--- src/rtl/bit_field_packer_if.sv ---
// Field-in / word-out handshake bundle for bit_field_packer.
// The slave modport is the packer's view; the master modport is the producer/sink view.
interface bit_field_packer_if #(
    parameter int unsigned WORD_W = 32,
    parameter int unsigned MAXF_W = 8,
    parameter int unsigned LEN_W  = $clog2(MAXF_W + 1),
    parameter int unsigned POS_W  = $clog2(WORD_W)
);
    logic [MAXF_W-1:0] IN_DATA;
    logic [LEN_W-1:0]  IN_LEN;
    logic              IN_VALID;
    logic              IN_READY;
    logic              FLUSH;
    logic [WORD_W-1:0] OUT_DATA;
    logic [POS_W:0]    OUT_FILL;
    logic              OUT_VALID;
    logic              OUT_READY;

    modport slave (
        input  IN_DATA, IN_LEN, IN_VALID, FLUSH, OUT_READY,
        output IN_READY, OUT_DATA, OUT_FILL, OUT_VALID
    );

    modport master (
        output IN_DATA, IN_LEN, IN_VALID, FLUSH, OUT_READY,
        input  IN_READY, OUT_DATA, OUT_FILL, OUT_VALID
    );
endinterface

--- src/rtl/bit_field_packer.sv ---
// Packs variable-width fields LSB-first into WORD_W-bit words (ACC[POS +: LEN] = field),
// with a registered valid/ready word output and a flush for partially filled words.
module bit_field_packer #(
    parameter int unsigned WORD_W = 32,
    parameter int unsigned MAXF_W = 8,
    parameter int unsigned LEN_W  = $clog2(MAXF_W + 1),
    parameter int unsigned POS_W  = $clog2(WORD_W)
) (
    input logic              CLK,
    input logic              RST,
    bit_field_packer_if.slave bus
);
    typedef enum logic {StFilling, StPending} state_e;

    localparam logic [POS_W:0]   FullFill = (POS_W + 1)'(WORD_W);
    localparam logic [LEN_W-1:0] MaxLen   = LEN_W'(MAXF_W);

    state_e            state_q, state_d;
    logic [WORD_W-1:0] acc_q, acc_d;
    logic [POS_W-1:0]  pos_q, pos_d;
    logic [WORD_W-1:0] out_data_q, out_data_d;
    logic [POS_W:0]    out_fill_q, out_fill_d;

    logic [LEN_W-1:0]    len_l;
    logic [MAXF_W-1:0]   field_m;
    logic [POS_W:0]      sum;
    logic [2*WORD_W-1:0] ins;
    logic                in_ready;
    logic                take_field;
    logic                take_flush;

    assign in_ready      = (state_q == StFilling) || bus.OUT_READY;
    assign bus.IN_READY  = in_ready;
    assign bus.OUT_DATA  = out_data_q;
    assign bus.OUT_FILL  = out_fill_q;
    assign bus.OUT_VALID = (state_q == StPending);

    always_comb begin
        len_l = (bus.IN_LEN > MaxLen) ? MaxLen : bus.IN_LEN;
        field_m = '0;
        for (int i = 0; i < int'(MAXF_W); i++) begin
            field_m[i] = bus.IN_DATA[i] & (i < int'(len_l));
        end
        sum = {1'b0, pos_q} + (POS_W + 1)'(len_l);
        // Upper half of the shifted field is the carry into the next word; ACC bits at and
        // above POS are always zero, so OR-ing inserts the field.
        ins = (2 * WORD_W)'(field_m) << pos_q;

        take_field = bus.IN_VALID && in_ready;
        take_flush = bus.FLUSH && !bus.IN_VALID && in_ready;

        state_d    = state_q;
        acc_d      = acc_q;
        pos_d      = pos_q;
        out_data_d = out_data_q;
        out_fill_d = out_fill_q;

        if (bus.OUT_READY) begin
            state_d = StFilling;
        end

        if (take_field) begin
            if (sum >= FullFill) begin
                out_data_d = acc_q | ins[WORD_W-1:0];
                out_fill_d = FullFill;
                state_d    = StPending;
                acc_d      = ins[2*WORD_W-1:WORD_W];
                pos_d      = POS_W'(sum - FullFill);
            end else begin
                acc_d = acc_q | ins[WORD_W-1:0];
                pos_d = sum[POS_W-1:0];
            end
        end else if (take_flush && (pos_q != '0)) begin
            out_data_d = acc_q;
            out_fill_d = {1'b0, pos_q};
            state_d    = StPending;
            acc_d      = '0;
            pos_d      = '0;
        end
    end

    always_ff @(posedge CLK) begin
        if (RST) begin
            state_q    <= StFilling;
            acc_q      <= '0;
            pos_q      <= '0;
            out_data_q <= '0;
            out_fill_q <= '0;
        end else begin
            state_q    <= state_d;
            acc_q      <= acc_d;
            pos_q      <= pos_d;
            out_data_q <= out_data_d;
            out_fill_q <= out_fill_d;
        end
    end
endmodule

--- src/flat_wrapper.sv ---
// flat-port wrapper written by rule: the top's interface ports become plain ports
module bit_field_packer_flat 
#(
    parameter int unsigned WORD_W = 32,
    parameter int unsigned MAXF_W = 8,
    parameter int unsigned LEN_W  = $clog2(MAXF_W + 1),
    parameter int unsigned POS_W  = $clog2(WORD_W)
)
  (CLK, RST, bus_IN_DATA, bus_IN_LEN, bus_IN_VALID, bus_FLUSH, bus_OUT_READY, bus_IN_READY, bus_OUT_DATA, bus_OUT_FILL, bus_OUT_VALID);
  bit_field_packer_if #(.WORD_W(WORD_W), .MAXF_W(MAXF_W), .LEN_W(LEN_W), .POS_W(POS_W)) bus_i ();
  input logic CLK;
  input logic RST;
  input wire logic [$bits(bus_i.IN_DATA)-1:0] bus_IN_DATA;
  input wire logic [$bits(bus_i.IN_LEN)-1:0] bus_IN_LEN;
  input wire logic [$bits(bus_i.IN_VALID)-1:0] bus_IN_VALID;
  input wire logic [$bits(bus_i.FLUSH)-1:0] bus_FLUSH;
  input wire logic [$bits(bus_i.OUT_READY)-1:0] bus_OUT_READY;
  output wire logic [$bits(bus_i.IN_READY)-1:0] bus_IN_READY;
  output wire logic [$bits(bus_i.OUT_DATA)-1:0] bus_OUT_DATA;
  output wire logic [$bits(bus_i.OUT_FILL)-1:0] bus_OUT_FILL;
  output wire logic [$bits(bus_i.OUT_VALID)-1:0] bus_OUT_VALID;
  assign bus_i.IN_DATA = bus_IN_DATA;
  assign bus_i.IN_LEN = bus_IN_LEN;
  assign bus_i.IN_VALID = bus_IN_VALID;
  assign bus_i.FLUSH = bus_FLUSH;
  assign bus_i.OUT_READY = bus_OUT_READY;
  assign bus_IN_READY = bus_i.IN_READY;
  assign bus_OUT_DATA = bus_i.OUT_DATA;
  assign bus_OUT_FILL = bus_i.OUT_FILL;
  assign bus_OUT_VALID = bus_i.OUT_VALID;
  bit_field_packer #(.WORD_W(WORD_W), .MAXF_W(MAXF_W), .LEN_W(LEN_W), .POS_W(POS_W)) u_core (.CLK(CLK), .RST(RST), .bus(bus_i));
endmodule
--- config.mk ---
export PLATFORM = sky130hd
export DESIGN_NAME = bit_field_packer_flat
export DESIGN_NICKNAME = d
export VERILOG_FILES = /design/src/rtl/bit_field_packer_if.sv /design/src/rtl/bit_field_packer.sv /design/src/flat_wrapper.sv
export SDC_FILE = /design/constraint.sdc
export NUM_CORES = 1
export LEC_CHECK = 0
export ABC_AREA = 0
export BUFFER_PORTS_ARGS = -buffer_cell sky130_fd_sc_hd__buf_2
export CORE_UTILIZATION = 45
export CTS_CLUSTER_DIAMETER = 200
export CTS_CLUSTER_SIZE = 28
export DETAILED_ROUTE_END_ITERATION = 10
export PLACE_DENSITY = 0.65
export SKIP_CTS_REPAIR_TIMING = 1
export SYNTH_ARGS = -nofsm -noshare
export SYNTH_HDL_FRONTEND = slang
export SYNTH_SLANG_ARGS = --single-unit
--- constraint.sdc ---
create_clock -name CLK -period 2.3 [get_ports CLK]
set_input_delay 0.115 -clock CLK [delete_from_list [all_inputs] [get_ports CLK]]
set_output_delay 0.115 -clock CLK [all_outputs]
set_load 0.01 [all_outputs]
# == After elaboration in Yosys (flattened, before gate mapping) ==
# Cells that the tools add are included.
# op_classes
addsub,2
order_cmp,10
eq_ne,1
shifts,1
mux,17
bitwise,10
n_reduce_logical,9
# ops
op,n
32-bit 2-to-1 mux,6
8-bit by 5-bit left shift with 64-bit output,1
32-bit bitwise OR,1
6-bit 2-to-1 mux,3
"3-bit by 4-bit < comparator with 1-bit output, first input constant",4
5-bit 2-to-1 mux,3
1-bit AND,8
"1-bit by 4-bit < comparator with 1-bit output, first input constant",2
"2-bit by 4-bit < comparator with 1-bit output, first input constant",2
5-bit by 4-bit adder with 6-bit output,1
"6-bit greater-or-equal comparator, second input constant",1
5-bit nonzero test,1
"5-bit by 1-bit subtractor with 5-bit output, second input constant",1
"4-bit greater-than comparator, second input constant",1
1-bit logical AND,4
1-bit 2-to-1 mux,4
4-bit 2-to-1 mux,1
"2-bit != test, second input constant",1
2-bit AND reduction,1
2-bit nonzero test,1
1-bit zero test,1
1-bit logical OR,1
1-bit NOT,1
# word_totals
regBits,76
in_bits,17
output_inout_bits,40
wordCells,55

# == Logic depth before layout (Yosys ltp) ==
# Gate-level depths: netlist of the first run.
# logic_depth
ltp_word,8
depth_mapped,10
depth_no_buf,8

# == Least setup slack after synthesis of the first run ==
# No wires, ideal clock.
# synth_timing
kind,input -> register
from,input port bus_IN_LEN[3]
to,"register u_core.out_data_q[23], in the netlist u_core.bus.OUT_DATA[23]"
setup_time_ns,0.122
arrival_time_ns,1.968
required_ns,2.178
setup_slack_ns,0.210
cell_stages,10
path_buffers,3
cell_sequence,clkbuf_1 buf_2 nor2b_1 ha_1 o21a_1 a2bb2oi_1 nand2_1 clkbuf_1 o31ai_1 a21oi_1
# synth_between
elab_chain_cells,8
word_cells_on_any_way,26
classes_between,1 x add/sub; 10 x order compare; 1 x eq/ne; 1 x shift; 3 x mux; 9 x bitwise; 1 x reduce/logical
# synth_rtl
element,line,source
start: declaration,flat_wrapper.sv:14,input wire logic [$bits(bus_i.IN_LEN)-1:0] bus_IN_LEN;
4-bit greater-than comparator,bit_field_packer.sv:39,len_l = (bus.IN_LEN > MaxLen) ? MaxLen : bus.IN_LEN;
4-bit 2-to-1 mux (*),bit_field_packer.sv:39,
1-bit by 4-bit < comparator with 1-bit output (tied with other cells),bit_field_packer.sv:42,field_m[i] = bus.IN_DATA[i] & (i < int'(len_l));
1-bit AND,bit_field_packer.sv:42,
8-bit by 5-bit left shift with 64-bit output,bit_field_packer.sv:47,ins = (2 * WORD_W)'(field_m) << pos_q;
32-bit bitwise OR,bit_field_packer.sv:64,out_data_d = acc_q | ins[WORD_W-1:0];
32-bit 2-to-1 mux,bit_field_packer.sv:63,if (sum >= FullFill) begin
32-bit 2-to-1 mux,bit_field_packer.sv:62,if (take_field) begin
end signal: assignment,bit_field_packer.sv:93,out_data_q <= out_data_d;
end: declaration,bit_field_packer.sv:21,"logic [WORD_W-1:0] out_data_q, out_data_d;"
# Mark *: on every way between the ends. The rest lies on a longest branch, timed or not. The select of a mux whose other input is x is not followed.
# A chain may end at the register's enable or synchronous reset.

# == Worst setup path after layout of the first run ==
# layout_timing
from,register u_core.pos_q[1]
to,"register u_core.out_data_q[25], in the netlist u_core.bus.OUT_DATA[25]"
# layout_between
elab_chain_cells,4
word_cells_on_any_way,11
classes_between,1 x add/sub; 1 x order compare; 1 x eq/ne; 1 x shift; 2 x mux; 1 x bitwise; 4 x reduce/logical
# layout_rtl
element,line,source
start: declaration,bit_field_packer.sv:20,"logic [POS_W-1:0] pos_q, pos_d;"
start signal: assignment,bit_field_packer.sv:92,pos_q <= pos_d;
5-bit by 4-bit adder with 6-bit output (tied with other cells),bit_field_packer.sv:44,"sum = {1'b0, pos_q} + (POS_W + 1)'(len_l);"
6-bit greater-or-equal comparator (tied with other cells),bit_field_packer.sv:63,
2-bit != test (no line) (tied with other cells),--,
2-bit AND reduction (no line) or 32-bit 2-to-1 mux (tied branches),--,
# Parallel ways exist; a longest one is shown, timed or not. The select of a mux whose other input is x is not followed.

==> metrics.md, run 1 <==
| Metric | Value |
|---|---|
| Sequential fraction of the synthesis area | `39.8%` |
| Ant. Diodes | `0` |
| Top cells by area, synth | `dfxtp_1 (40%), nand2_1 (5.3%), nor2_1 (4.8%), a21oi_1 (4.7%), o21ai_0 (3.1%)` |
| Reg-to-reg critical path endpoint | `u_core.bus.OUT_DATA[25]` |
| Headroom to the max-slew limit | `58.6%` |
| Share of layout cells above drive strength 1 | `22.7%` |
| Synth area leader | `dfxtp_1` |
| Layout Cells excl Fill | `637` |
| DRC | `0` |
| DPL Wire Length | `8600 um` |
| Placed cell count | `621` |
| Core Footprint | `8220 um^2` |
| Proportion of netlist area held by the largest area contributor | `39.8%` |
| Crit start category | `flop` |
| TritonCTS Buffers | `9` |
| Post-synth top cells | `dfxtp_1 (76), nand2_1 (54), nor2_1 (49)` |
| Total Power Consumption | `2940 uW` |
| Critical Path End Type | `flop` |
| Die Y | `94.2 um` |
| Via count | `3875` |
| Final Hold Viols | `0` |
| All-layer global routing usage | `27.5%` |
| Avg Synthesized Cell Area | `8.24 um^2` |
| ANT nets after route | `0` |
| Most frequent cell after synthesis | `dfxtp_1` |
| Mapped cell area | `3820 um^2` |
| Fillers | `815` |
| Final core occ | `55.3%` |
| Tmin final | `2.13 ns` |
| Area Overhead vs Synth | `19.0%` |
| DRT iter0 DRCs | `333` |
| Maximum capacitance violations | `0` |
| # setup viols final | `0` |
| Fin nets | `548` |
| WHS Endpoint | `u_core.bus.OUT_FILL[5]` |
| Bufs on Longest Clock Path | `2` |
| TritonCTS clock tree | `built` |
| P per Cell Area | `646 nW/um^2` |
| Routed vias/inst | `6.08` |
| Post-Route Setup TNS | `0 ns` |
| Fmax | `469 MHz` |
| Register bit total from synthesis | `76` |
| Mapped Cells | `464` |
| Hold path depth | `2` |
| Wirelength, routed | `11700 um` |
| Slew Limit Fails | `0` |
| # clock sinks | `76` |
| Clk slew on worst S/H paths | `0.09 ns` |
| Rows | `33` |
| CP required | `2.56 ns` |
| Outcome | `completed` |
| Fraction of registers with async set/reset | `0%` |
| R2R cell count | `6` |
| Register area | `1520 um^2` |
| RR Startpoint | `u_core.pos_q[1]` |
| Clock Latency Late Sink | `0.35 ns` |
| Global route overflow | `0` |
| Root Driver | `clkbuf_8` |
| Final GP Congestion | `0.975` |
| Setup repair after global routing missed its margin | `no` |
| Post-synth top flop | `dfxtp_1` |
| Router iterations before antenna repair | `5` |
| Leak | `0.00179 uW` |
| Htree depth | `3` |
| Worst-path maximum fanout | `22` |
| Initial antenna violation count | `0` |
| Yosys warning count | `0` |
| Worst Tran Pin Value | `0.618 ns` |
| Post-synthesis cell type count | `67` |
| Hold Path Class | `input port to flop` |
| Syn_nets | `485` |
| Port buffer count | `56` |
| Top Ports | `57` |
| Number of synthesized flops with an enable pin | `0` |
| WS Path Type | `flop to flop` |
| Final worst path period share | `92.8%` |
| Initial Util | `46.5%` |
| Final Skew | `0.0105 ns` |
| Die Wd | `94.2 um` |
| Die area | `8860 um^2` |
| Area taken by multi-input logic gates | `2100 um^2` |
| Peak VDD IR | `0.000366 V` |
| WL/cell | `18.4 um` |
| Largest net degree at the start of global routing | `38` |
| Number of global-route vias before repair | `3603` |
| Worst R2R Setup Slack | `0.17 ns` |
| First-pass GRT wire length | `18400 um` |
| Hold_sp | `RST` |
| Arrival time at the worst endpoint | `2.40 ns` |
==> registers in the layout, indices dropped and copies added, names as in the netlist <==
register / flops
u_core.bus.OUT_FILL: 6
u_core.pos_q: 5
u_core.acc_q: 32
u_core.bus.OUT_VALID: 1
u_core.bus.OUT_DATA: 32
==> metal layers <==
metal | track usage, % | part of all wire (%) | up-vias
met1 | 34.9 | 44 | 1835
li1 | - | - | 1868
met5 | 0 | 0 | -
met2 | 44.6 | 47 | 147
met4 | 10.9 | 2.3 | 0
met3 | 6.47 | 6.6 | 25
==> logic make-up (layout without fill, tap and decap cells) <==
kind of cell / count (synthesis) / count (layout) / share of synthesized area (%)
DFF: 76 / 76 / 39.8
xor gates and xnor gates: 1 / 1 / 0.229
buffers and inverters: 46 / 114 / 5.24
and+or+nand+nor: 167 / 167 / 20.3
muxes: 5 / 5 / 1.51
AOI/OAI and AO/OA: 165 / 165 / 31.4
adders and majority gates: 4 / 4 / 1.51
==> critical path, stage by stage (launching register included) <==
cell and delay, ns:
dfxtp_1 0.39, buf_12 0.19, nor2_1 0.37, a32oi_1 0.34, o32ai_1 0.26, o21ai_0 0.20, a311oi_1 0.30
==> worst max path at each step <==
stage / startpoint / to / slack [ns]
final: u_core.pos_q[1] / u_core.bus.OUT_DATA[25] / 0.17
after global routing: u_core.pos_q[1] / u_core.bus.OUT_DATA[17] / 0.02
after CTS: u_core.pos_q[3] / u_core.bus.OUT_DATA[18] / 0.19
after detailed placement: bus_IN_LEN[1] / u_core.acc_q[26] / 0.13
after global placement: u_core.pos_q[3] / u_core.bus.OUT_DATA[18] / 0.12
after floorplan: bus_IN_LEN[3] / u_core.bus.OUT_DATA[23] / 0.21
==> through the flow <==
step | hold slack [ns] | setup slack [ns] | area [um^2]
after floorplan | 0.377 | 0.210 | 3820
after global placement | 0.438 | 0.120 | 4370
after detailed placement | 0.440 | 0.135 | 4370
after CTS | 0.101 | 0.189 | 4550
after global routing | 0.117 | 0.0216 | 4550
final | 0.113 | 0.167 | 4550
==> layout make-up <==
cell class | instances | share of cell area (%)
multi-input cells | 342 | 46.2
clock inverters | 7 | 1.27
well taps | 105 | 2.89
inverters | 12 | 0.991
repair buffers | 86 | 12.5
flip-flops and latches | 76 | 33.5
clock buffers | 9 | 2.72
==> cell usage in the layout, fill, tap and decap left out, drive strengths merged, types with 4 or more instances in the layout <==
| cell type | count |
|---|---|
| dfxtp | 76 |
| o32ai | 5 |
| a32oi | 5 |
| nand3 | 11 |
| a311oi | 7 |
| buf | 86 |
| o21ai | 27 |
| a31oi | 10 |
| a32o | 4 |
| o21a | 6 |
| o2111ai | 4 |
| a22oi | 10 |
| a21oi | 36 |
| o22ai | 6 |
| clkbuf | 9 |
| a211oi | 6 |
| nor2 | 50 |
| or3 | 4 |
| inv | 15 |
| nand2 | 54 |
| o221a | 5 |
| nor2b | 6 |
| nor3 | 17 |
| o211ai | 5 |
| a22o | 6 |
| o221ai | 4 |
==> power by group <==
group / internal, uW / switching (uW)
registers: 1370 / 33.3
clock network: 408 / 537
logic: 222 / 363
total: 2000 / 934
No activity file was read; power rests on OpenSTA's default activity.
==> inputs of run 2 (changes only) <==
Clock period 2.3 ns to 2.1 ns, I/O delays scaled along.
==> run 2 against run 1 <==
Effect of this change: die area unchanged; highest routed layer unchanged; sequential share of layout area decreased by 1.7 points; routed wire length increased by 2.8%; largest power group unchanged; via count increased by 2.9%.
==> metrics.md, run 2 (synthesized netlist as in run 1, its figures left out) <==
| Metric | Value |
|---|---|
| Outcome | `completed (unchanged)` |
| R2R cell count | `6 (unchanged)` |
| Final worst path period share | `98.4% (was 92.8%)` |
| TritonCTS clock tree | `built (unchanged)` |
| Headroom to the max-slew limit | `61.4% (was 58.6%)` |
| Leak | `0.00192 uW (was 0.00179 uW)` |
| Post-Route Setup TNS | `0 ns (unchanged)` |
| Grt met1 use | `35.4% (was 34.9%)` |
| Rows | `33 (unchanged)` |
| Share of layout cells above drive strength 1 | `28.9% (was 22.7%)` |
| Final Skew | `0.0124 ns (was 0.0105 ns)` |
| Hold path depth | `3 (was 2)` |
| Setup repair after global routing missed its margin | `yes (was no)` |
| Met2 GRT Util | `46.6% (was 44.6%)` |
| Router iterations before antenna repair | `5 (unchanged)` |
| Die Y | `94.2 um (unchanged)` |
| WS Path Type | `flop to flop (unchanged)` |
| CP required | `2.33 ns (was 2.56 ns)` |
| P per Cell Area | `689 nW/um^2 (was 646 nW/um^2)` |
| Root Driver | `clkbuf_8 (unchanged)` |
| Via count | `3989 (was 3875)` |
| Worst Tran Pin Value | `0.575 ns (was 0.618 ns)` |
| Worst-path maximum fanout | `22 (unchanged)` |
| First-pass GRT wire length | `19000 um (was 18400 um)` |
| Clock Latency Late Sink | `0.35 ns (about the same)` |
| Wirelength, routed | `12000 um (was 11700 um)` |
| Slew Limit Fails | `0 (unchanged)` |
| Worst hold slack | `0.205 ns (was 0.113 ns)` |
| Maximum capacitance violations | `0 (unchanged)` |
| Pre-CTS setup slack | `-0.0714 ns (was 0.135 ns)` |
| Global route overflow | `0 (unchanged)` |
| Reg-to-reg critical path endpoint | `u_core.bus.OUT_DATA[20] (was u_core.bus.OUT_DATA[25])` |
| Fin nets | `573 (was 548)` |
| Setup ws final | `0.0340 ns (was 0.167 ns)` |
| Largest net degree at the start of global routing | `26 (was 38)` |
| Tmin final | `2.07 ns (was 2.13 ns)` |
| Ant. Diodes | `0 (unchanged)` |
| Total Power Consumption | `3310 uW (was 2940 uW)` |
| DRT iter0 DRCs | `432 (was 333)` |
| Worst R2R Setup Slack | `0.03 ns (was 0.17 ns)` |
| Routed vias/inst | `6.03 (was 6.08)` |
| Peak VDD IR | `0.000522 V (was 0.000366 V)` |
| Port buffer count | `56 (unchanged)` |
| Top Ports | `57 (unchanged)` |
| TritonCTS Buffers | `9 (unchanged)` |
| Final Hold Viols | `0 (unchanged)` |
| Final GP Congestion | `0.947 (was 0.975)` |
| Fmax | `484 MHz (was 469 MHz)` |
| Critical Path End Type | `flop (unchanged)` |
| Most used routing layer | `met2 (unchanged)` |
| GRT met3 Usage | `5.83% (was 6.47%)` |
| Htree depth | `3 (unchanged)` |
| Hold Path Class | `input port to flop (unchanged)` |
| # clock sinks | `76 (unchanged)` |
| Final Instance Area | `4800 um^2 (was 4550 um^2)` |
| DRC | `0 (unchanged)` |
| Area Overhead vs Synth | `25.5% (was 19.0%)` |
| DPL Wire Length | `8940 um (was 8600 um)` |
| Most frequent cells in the layout | `dfxtp_1 (76), buf_2 (56), nand2_1 (54), buf_4 (52), nor2_1 (49) (was dfxtp_1 (76), buf_2 (56), nand2_1 (54), nor2_1 (49), a21oi_1 (36))` |
| Placed Area | `4500 um^2 (was 4370 um^2)` |
| Die area | `8860 um^2 (unchanged)` |
| Clk slew on worst S/H paths | `0.09 ns (about the same)` |
| Initial antenna violation count | `0 (unchanged)` |
| All-layer global routing usage | `28.0% (was 27.5%)` |
| Initial Util | `46.5% (unchanged)` |
| Crit start category | `flop (unchanged)` |
| Bufs on Longest Clock Path | `2 (unchanged)` |
| Arrival time at the worst endpoint | `2.30 ns (was 2.40 ns)` |
| Core Footprint | `8220 um^2 (unchanged)` |
| RR Startpoint | `u_core.pos_q[1] (unchanged)` |
| Commonest non-fill, non-tap cell in the layout | `dfxtp_1 (unchanged)` |
| Number of global-route vias before repair | `3739 (was 3603)` |
| WHS Endpoint | `u_core.pos_q[0] (was u_core.bus.OUT_FILL[5])` |
| # setup viols final | `0 (unchanged)` |
| Hold_sp | `RST (unchanged)` |
| WL/cell | `18.1 um (was 18.4 um)` |
| ANT nets after route | `0 (unchanged)` |
| Die Wd | `94.2 um (unchanged)` |
==> run 2: final cells by class <==
type / count / area [um^2]
Fill cell: 804 / 3420
Multi-Input combinational cell: 342 / 2190
Sequential cell: 76 / 1520
Timing Repair Buffer: 111 / 717
Tap cell: 105 / 131
Clock buffer: 9 / 124
Clock inverter: 7 / 67.6
Inverter: 12 / 45.0
==> run 2: worst max-delay path, cell delays in order (launching register included) <==
cell      delay, ns
dfxtp_1        0.42
buf_6          0.22
clkinv_1       0.14
buf_4          0.18
a311oi_1       0.48
o32ai_1        0.23
o31a_1         0.27
==> run 2: worst max path at each step <==
stage,startpoint,to,depth (start not counted)
floorplan,bus_IN_LEN[3],u_core.bus.OUT_DATA[23],10
global placement,bus_IN_LEN[0],u_core.acc_q[10],7
detailed placement,bus_IN_LEN[0],u_core.acc_q[26],7
CTS,u_core.pos_q[1],u_core.acc_q[26],7
global route,u_core.pos_q[1],u_core.bus.OUT_DATA[18],6
finish,u_core.pos_q[1],u_core.bus.OUT_DATA[20],6
==> run 2: layer usage <==
layer | wire (um) | up-vias
met5 | 0 | -
met1 | 5290 | 1883
met4 | 266 | 0
li1 | - | 1921
met3 | 702 | 29
met2 | 5760 | 156
==> run 2: per-stage QoR <==
stage | cells | utilization [%]
floorplan | 464 | -
global placement | 646 | 54.8
detailed placement | 646 | 54.8
CTS | 662 | 57.1
global route | 662 | 58.4
finish | 662 | 58.4
==> run 2: where the power goes <==
part | total [uW] | switching [uW] | internal (uW)
Sequential | 1540 | 37.6 | 1510
Clock | 1060 | 609 | 455
Combinational | 698 | 418 | 280
Total | 3310 | 1060 | 2240
==> inputs of run 3 (changes only) <==
Settings changed: PLACE_DENSITY 0.65 to 0.68.
Clock period 2.1 ns to 1.8 ns, I/O delays scaled along.
==> run 3 against run 2 <==
Effect of this change: the run now ends with negative setup slack left; fmax grew 1.6%; global-route usage up 0.66 points; flip-flop and latch count unchanged; critical path depth increased by 1; via count grew 5.9%; critical path type unchanged; largest cell class unchanged.
==> metrics.md, run 3 (synthesized netlist as in run 1, its figures left out) <==
| Metric | Value |
|---|---|
| Final Skew | `0.0103 ns (was 0.0124 ns)` |
| Crit start category | `flop (unchanged)` |
| Final core occ | `67.1% (was 58.4%)` |
| CP required | `2.05 ns (was 2.33 ns)` |
| Initial antenna violation count | `0 (unchanged)` |
| Arrival time at the worst endpoint | `2.29 ns (was 2.30 ns)` |
| P per Cell Area | `734 nW/um^2 (was 689 nW/um^2)` |
| Worst R2R Setup Slack | `-0.23 ns (was 0.03 ns)` |
| Htree depth | `3 (unchanged)` |
| All-layer global routing usage | `28.7% (was 28.0%)` |
| Met1 wire length | `5600 um (was 5290 um)` |
| Final Hold Viols | `0 (unchanged)` |
| Ant. Diodes | `0 (unchanged)` |
| Die Wd | `94.2 um (unchanged)` |
| Fmax | `492 MHz (was 484 MHz)` |
| DRT iter0 DRCs | `368 (was 432)` |
| Core Footprint | `8220 um^2 (unchanged)` |
| Final worst path period share | `113% (was 98.4%)` |
| Router iterations before antenna repair | `6 (was 5)` |
| Largest net degree at the start of global routing | `24 (was 26)` |
| Die Y | `94.2 um (unchanged)` |
| WS Path Type | `flop to flop (unchanged)` |
| Wirelength, routed | `12700 um (was 12000 um)` |
| Root Driver | `clkbuf_8 (unchanged)` |
| Commonest non-fill, non-tap cell in the layout | `buf_4 (was dfxtp_1)` |
| Rows | `33 (unchanged)` |
| Die area | `8860 um^2 (unchanged)` |
| ANT nets after route | `0 (unchanged)` |
| Top Ports | `57 (unchanged)` |
| DPL Wire Length | `9290 um (was 8940 um)` |
| Hold_sp | `RST (unchanged)` |
| # clock sinks | `76 (unchanged)` |
| Fillers | `668 (was 804)` |
| Leak | `0.00224 uW (was 0.00192 uW)` |
| Violated checks | `negative setup slack` |
| Headroom to the max-slew limit | `71.8% (was 61.4%)` |
| Via count | `4225 (was 3989)` |
| Pre-CTS setup slack | `-0.270 ns (was -0.0714 ns)` |
| WL/cell | `17.6 um (was 18.1 um)` |
| Peak VDD IR | `0.000581 V (was 0.000522 V)` |
| Initial Util | `46.5% (unchanged)` |
| Hold Path Class | `input port to flop (unchanged)` |
| Maximum capacitance violations | `0 (unchanged)` |
| Most frequent cells in the layout | `buf_4 (94), dfxtp_1 (75), buf_2 (56), nand2_1 (51), nor2_1 (49) (was dfxtp_1 (76), buf_2 (56), nand2_1 (54), buf_4 (52), nor2_1 (49))` |
| Post-Route Setup TNS | `-9.66 ns (was 0 ns)` |
| Placed cell count | `694 (was 646)` |
| Tmin final | `2.03 ns (was 2.07 ns)` |
| Layout Cells excl Fill | `718 (was 662)` |
| RR Startpoint | `u_core.pos_q[1] (unchanged)` |
| Number of global-route vias before repair | `3795 (was 3739)` |
| DRC | `0 (unchanged)` |
| Slew Limit Fails | `0 (unchanged)` |
| Worst Tran Pin Value | `0.418 ns (was 0.575 ns)` |
| Total Power Consumption | `4040 uW (was 3310 uW)` |
| Reg-to-reg critical path endpoint | `u_core.bus.OUT_DATA[20] (unchanged)` |
| R2R cell count | `7 (was 6)` |
| Share of layout cells above drive strength 1 | `40.9% (was 28.9%)` |
| Final GP Congestion | `0.923 (was 0.947)` |
| Met3 wire length | `879 um (was 702 um)` |
| Routed vias/inst | `5.88 (was 6.03)` |
| Met2 wire len | `6000 um (was 5760 um)` |
| Area Overhead vs Synth | `44.2% (was 25.5%)` |
| Port buffer count | `56 (unchanged)` |
| Critical Path End Type | `flop (unchanged)` |
| Register area | `1530 um^2 (was 1520 um^2)` |
| Setup repair after global routing missed its margin | `yes (unchanged)` |
| Fin nets | `629 (was 573)` |
| Outcome | `complete, but fails checks (was completed)` |
| Global route overflow | `0 (unchanged)` |
| WHS Endpoint | `u_core.acc_q[6] (was u_core.pos_q[0])` |
| Top routing layer in use | `met4 (unchanged)` |
| Bufs on Longest Clock Path | `2 (unchanged)` |
| TritonCTS clock tree | `built (unchanged)` |
| Clock Latency Late Sink | `0.37 ns (was 0.35 ns)` |
| First-pass GRT wire length | `19400 um (was 19000 um)` |
| TritonCTS Buffers | `9 (unchanged)` |
| Worst-path maximum fanout | `16 (was 22)` |
| Hold path depth | `2 (was 3)` |
| # setup viols final | `72 (was 0)` |
| Area taken by multi-input logic gates | `2430 um^2 (was 2190 um^2)` |
| Setup ws final | `-0.233 ns (was 0.0340 ns)` |
| Clk slew on worst S/H paths | `0.09 ns (about the same)` |
[run 3: worst max-delay path by stage]
stage,from,endpoint,cells past startpoint
2_1_floorplan,u_core.pos_q[3],u_core.bus.OUT_DATA[21],7
4_1_cts,u_core.pos_q[1],u_core.bus.OUT_DATA[17],8
3_3_place_gp,bus_IN_LEN[1],u_core.bus.OUT_DATA[28],7
5_1_grt,u_core.pos_q[1],u_core.bus.OUT_DATA[18],8
3_5_place_dp,bus_IN_LEN[1],u_core.bus.OUT_DATA[17],10
6_report,u_core.pos_q[1],u_core.bus.OUT_DATA[20],7
[run 3: power breakdown]
group          internal (uW)  leakage [uW]  switching (uW)  total (uW)
combinational            453       0.00154             545         998
clock                    522     0.0000886             724        1250
sequential              1760      0.000617            44.1        1800
total                   2730       0.00224            1310        4040
[run 3: area by class of cell]
cell class | instances | share of cell area, %
clock buffers | 9 | 2.25
clock inverters | 7 | 1.04
inverters | 12 | 0.817
multi-input cells | 343 | 44.1
flip-flops and latches | 76 | 27.7
well taps | 105 | 2.38
repair buffers | 166 | 21.7
[run 3: metrics by stage]
| step | area, um^2 | hold slack, ns |
|---|---|---|
| 2_1_floorplan | 3960 | 0.352 |
| 3_3_place_gp | 4970 | 0.379 |
| 3_5_place_dp | 4970 | 0.378 |
| 4_1_cts | 5150 | -0.00346 |
| 5_1_grt | 5510 | 0.0589 |
| 6_report | 5510 | 0.0297 |
[run 3: routing by layer]
layer	vias to the layer above	track usage, %
li1	2029	-
met2	176	46.9
met1	2001	38.2
met3	19	5.18
met5	-	0
met4	0	8.46
[run 3: critical path, cell delays in order, from the launching register on]
cell and delay (ns):
dfxtp_4 0.37, or4_4 0.53, o2111ai_4 0.29, buf_6 0.15
o21ai_4 0.08, buf_12 0.16, o221a_4 0.23, o31a_1 0.10
